**src/rtl/clock_tick_sched.sv**
```systemverilog
// clock_tick_sched: multi-channel clock divider with tick enables and glitch-free divisor updates.
// Define CLK_SCHED_ALIGN_EN to add the align input that phase-aligns all enabled channels.
module clock_tick_sched #(
  parameter int NCH = 4,
  parameter int CNT_W = 16,
  parameter int DEFAULT_DIV = 50000
) (
  input  logic                   clkin,
  input  logic                   rstn,
  input  logic [NCH-1:0]         en,
  input  logic                   cfg_valid,
  input  logic [$clog2(NCH)-1:0] cfg_ch,
  input  logic [CNT_W-1:0]       cfg_div,
`ifdef CLK_SCHED_ALIGN_EN
  input  logic                   align,
`endif
  output logic                   cfg_ready,
  output logic                   busy,
  output logic [NCH-1:0]         tick,
  output logic [NCH-1:0]         clkout
);
  localparam int CHW = $clog2(NCH);
  typedef enum logic {IDLE, APPLY} state_t;
  state_t           state;
  logic [CNT_W-1:0] cnt [NCH];
  logic [CNT_W-1:0] div [NCH];
  logic [CHW-1:0]   p_ch;
  logic [CNT_W-1:0] p_div;
  logic [NCH-1:0]   tc;
  logic             al, hit, app;
`ifdef CLK_SCHED_ALIGN_EN
  assign al = align;
`else
  assign al = 1'b0;
`endif
  always_comb begin
    tc = '0;
    for (int i = 0; i < NCH; i++) tc[i] = cnt[i] == div[i];
  end
  // a pending divisor lands only when its channel's counter restarts from 0
  assign hit = {1'b0, p_ch} < (CHW + 1)'(NCH);
  assign app = hit && (!en[p_ch] || (tc[p_ch] && !al));
  assign cfg_ready = state == IDLE;
  assign busy = state == APPLY;
  always_ff @(posedge clkin or negedge rstn) begin
    if (!rstn) begin
      for (int i = 0; i < NCH; i++) begin
        cnt[i] <= '0;
        div[i] <= CNT_W'(DEFAULT_DIV);
      end
      tick <= '0;
      clkout <= '0;
      state <= IDLE;
      p_ch <= '0;
      p_div <= '0;
    end else begin
      for (int i = 0; i < NCH; i++) begin
        if (!en[i] || al) begin
          cnt[i] <= '0;
          clkout[i] <= 1'b0;
          tick[i] <= 1'b0;
        end else if (tc[i]) begin
          cnt[i] <= '0;
          clkout[i] <= ~clkout[i];
          tick[i] <= 1'b1;
        end else begin
          cnt[i] <= cnt[i] + 1'b1;
          tick[i] <= 1'b0;
        end
      end
      if (state == IDLE) begin
        if (cfg_valid) begin
          p_ch <= cfg_ch;
          p_div <= cfg_div;
          state <= APPLY;
        end
      end else if (!hit || app) begin
        state <= IDLE;
        if (app) div[p_ch] <= p_div;
      end
    end
  end
endmodule

```
**config.mk**
```make
export PLATFORM = sky130hd
export DESIGN_NAME = clock_tick_sched
export DESIGN_NICKNAME = d
export VERILOG_FILES = /design/src/rtl/clock_tick_sched.sv
export SDC_FILE = /design/constraint.sdc
export NUM_CORES = 1
export LEC_CHECK = 0
export BUFFER_PORTS_ARGS = -buffer_cell sky130_fd_sc_hd__buf_4
export CORE_ASPECT_RATIO = 0.75
export CORE_MARGIN = 4
export CORE_UTILIZATION = 61
export DETAILED_ROUTE_END_ITERATION = 7
export PLACE_DENSITY = 0.83
export SYNTH_ARGS = -nofsm -noshare
export SYNTH_HDL_FRONTEND = slang
export SYNTH_SLANG_ARGS = --single-unit
```
**constraint.sdc**
```tcl
create_clock -name clkin -period 2.7 [get_ports clkin]
set_clock_uncertainty 0.2 [all_clocks]
set_input_delay 0.27 -clock clkin [delete_from_list [all_inputs] [get_ports clkin]]
set_output_delay 0.27 -clock clkin [all_outputs]
set_load 0.01 [all_outputs]
```
==> results.md <==
- Status: completed
- Fill cells: 789
- EDFF count, synth: 0
- WL final: 17,600 um
- Synth-to-Final Area Change: 17.2%
- Yosys cell types: 36
- HP Class: input port to flop
- Asr flop ratio synth: 100%
- GRT overflow: 0
- Largest net degree at the start of global routing: 73
- Total power: 7.50 mW
- Via count: 5,467
- N_diodes: 0
- Setup_tns: 0 ns
- Drt drc: 0
- Pwr dens: 869 mW/mm^2
- Synth Warn #: 0
- Clk network pwr share: 29.8%
- Clk sinks: 155
- CP Cell Sequence: xor2_1 -> nor4_1 -> nand4_1 -> nor3_1 -> a211o_2 -> buf_4 -> o221ai_1
- Dpl hpwl: 11,700 um
- Die height: 103 um
- Syn Area/Cell: 10.5 um^2
- Port Buffers: 34
- Cells after Synth: 704
- Finished Layout Cells: 947
- Commonest non-fill, non-tap cell in the layout: dfrtp_1
- Final core occ: 73.8%
- Relative slew slack: 39.6%
- # nets final: 801
- DRT iter0 DRCs: 510
- Final Max Slew Viols: 0
- Top FF cell, synth: dfrtp_1
- Internal power: 4.94 mW
- Die Span X: 135 um
- Share of layout cells above drive strength 1: 16.3%
- GR Util All Layers: 27.5%
- H-tree depth: 4
- Max Cap Viol: 0
- Final instance area: 0.00863 mm^2
- F_max: 399 MHz
- Fin. Hold Viols: 0
- Max clock buf depth: 2
- DR WL/cell: 18.6 um
- Critical path buffers and inverters: 1
- Crit path DAT: 2.57 ns
- CTS tree: yes
- CTS Buf Count: 17
- Net Sw Power: 2.56 mW
- Fin crit share: 92.7%
- Worst skew pair latency: 0.42 ns
- Combinational Power Share: 26.4%
- Mapped Nets: 733
- Global-route wire length before repair: 29,200 um
- Peak VDD IR: 0.622 mV
- Worst slew pin tran: 0.906 ns
- Seq cells post-synth: 155
- Most frequent cells in the layout: dfrtp_1, xor2_1, nand2_1
- Largest area contributor in the netlist: dfrtp_1
- Leak: 4.18 nW
- Top cell type's share of synthesized area: 44.5%
- Final setup fails: 0
- Min Tclk post-route: 2.50 ns
- Row cnt: 34
- Vias in the first global route: 5,678
- Flop pwr share: 43.7%
- Setup crit end kind: flop
- Sw Share: 34.1%
- Worst-path clk slew: 0.06 ns
- Initial Utilization: 63.0%
- Max stage delay cell, worst path: dfrtp_1
- Sequential element share of the synthesized area: 53.1%
- Core area: 0.0117 mm^2
- Unrepaired setup endpoints after global routing: false
- Setup Fix Bufs, Post-CTS: 0
- Family with the most delay on the worst path: simple AND/OR/NAND/NOR gates
- Crit Path Class: flop to flop
- IO Count: 35
- Via-to-Cell Ratio: 5.77
- Initial antenna violation count: 0
- Placed cell areas: 0.00785 mm^2
- DRT Pass-1 Iters: 5
- Mapped cell area: 0.00737 mm^2
- Top cells by area, synth: dfrtp_1, xor2_1, dfstp_2
- Worst Setup Start Kind: flop
- Crit path required time: 2.77 ns
- Die area: 0.0139 mm^2
- Maximum fanout along the worst path: 17
- Crit-path max cell delay: 0.43 ns
- Cells after DPL: 892
- Root buffer cell: clkbuf_16
- Antenna Nets Post-Route: 0
- Placer Congestion: 0.860
## state kept, by name, indices dropped and copies added, names as in the netlist
signal / flops
div: 64
tick: 4
cnt: 64
busy: 1
p_ch: 2
clkout: 4
p_div: 16
## cell usage after synthesis, types with 16 or more instances
library cell,number
xnor2_1,18
inv_1,57
o221ai_1,48
o2bb2ai_1,16
nor2_1,73
nand3_1,22
mux2_2,18
xor2_1,104
nor4_1,17
nand2_1,91
dfrtp_1,131
dfstp_2,24
## layer usage
layer	wire length, um	part of all wire, %	track usage [%]	vias to the layer above
met2	8720	49	46.7	180
met5	0	0	0	-
li1	-	-	-	2524
met4	327	1.9	8.76	0
met3	1130	6.4	6.63	28
met1	7470	42	35.4	2735
## worst min-delay path, cell delays in order
cell and delay, ns:
buf_4 0.08, nor2b_2 0.20, mux2_2 0.18
## power groups by stage
stage	Clock [mW]	Combinational (mW)	Sequential, mW
5_1_grt	2.37	2.17	3.34
6_report	2.24	1.98	3.28
3_5_place_dp	0	1.91	3.30
2_1_floorplan	0	1.42	3.12
3_3_place_gp	0	1.81	3.27
4_1_cts	2.25	1.96	3.27
## worst paths after layout
path / start / slack [ns] / depth (start not counted) / end
worst max register to register: cnt[60] / 0.20 / 7 / div[58]
worst min-delay path: cfg_valid / 0.14 / 3 / p_div[8]
min in group asynchronous: rstn / 0.22 / 2 / cnt[30]
worst min register to register: div[8] / 0.29 / 1 / div[8]
max in group asynchronous: rstn / 1.28 / 3 / div[22]
worst max-delay path: cnt[60] / 0.20 / 7 / div[58]
## timing repair
| action | 4_1_cts | 5_1_grt |
|---|---|---|
| resized for setup | 0 | 1 |
| hold buffers | 23 | 0 |
| endpoints found under the setup margin | 0 | 6 |
| hold endpoints to repair | 88 | 0 |
## area by class of cell
class / instances / area, um^2 / area share (%)
clock buffers: 22 / 454 / 5.26
clock inverters: 10 / 93.8 / 1.09
inverters: 57 / 214 / 2.48
multi-input cells: 469 / 3130 / 36.3
flip-flops and latches: 155 / 3910 / 45.3
well taps: 162 / 203 / 2.35
repair buffers: 72 / 627 / 7.26
## cell families after synthesis
group | after synthesis | share of synthesized area, %
AOI/OAI and AO/OA | 71 | 8.19
xor gates and xnor gates | 122 | 14.5
adders and majority gates | 4 | 0.679
buffers and inverters | 80 | 4.45
DFF | 155 | 53.1
muxes | 20 | 3.19
and+or+nand+nor | 252 | 15.9
## stage by stage
| step | setup slack (ns) | hold WS [ns] |
|---|---|---|
| after floorplan | 0.611 | -0.226 |
| after global placement | 0.354 | 0.114 |
| after detailed placement | 0.254 | 0.125 |
| after CTS | 0.136 | 0.135 |
| after global routing | 0.0304 | 0.149 |
| final | 0.196 | 0.143 |
(Power assumes the default switching activity.)
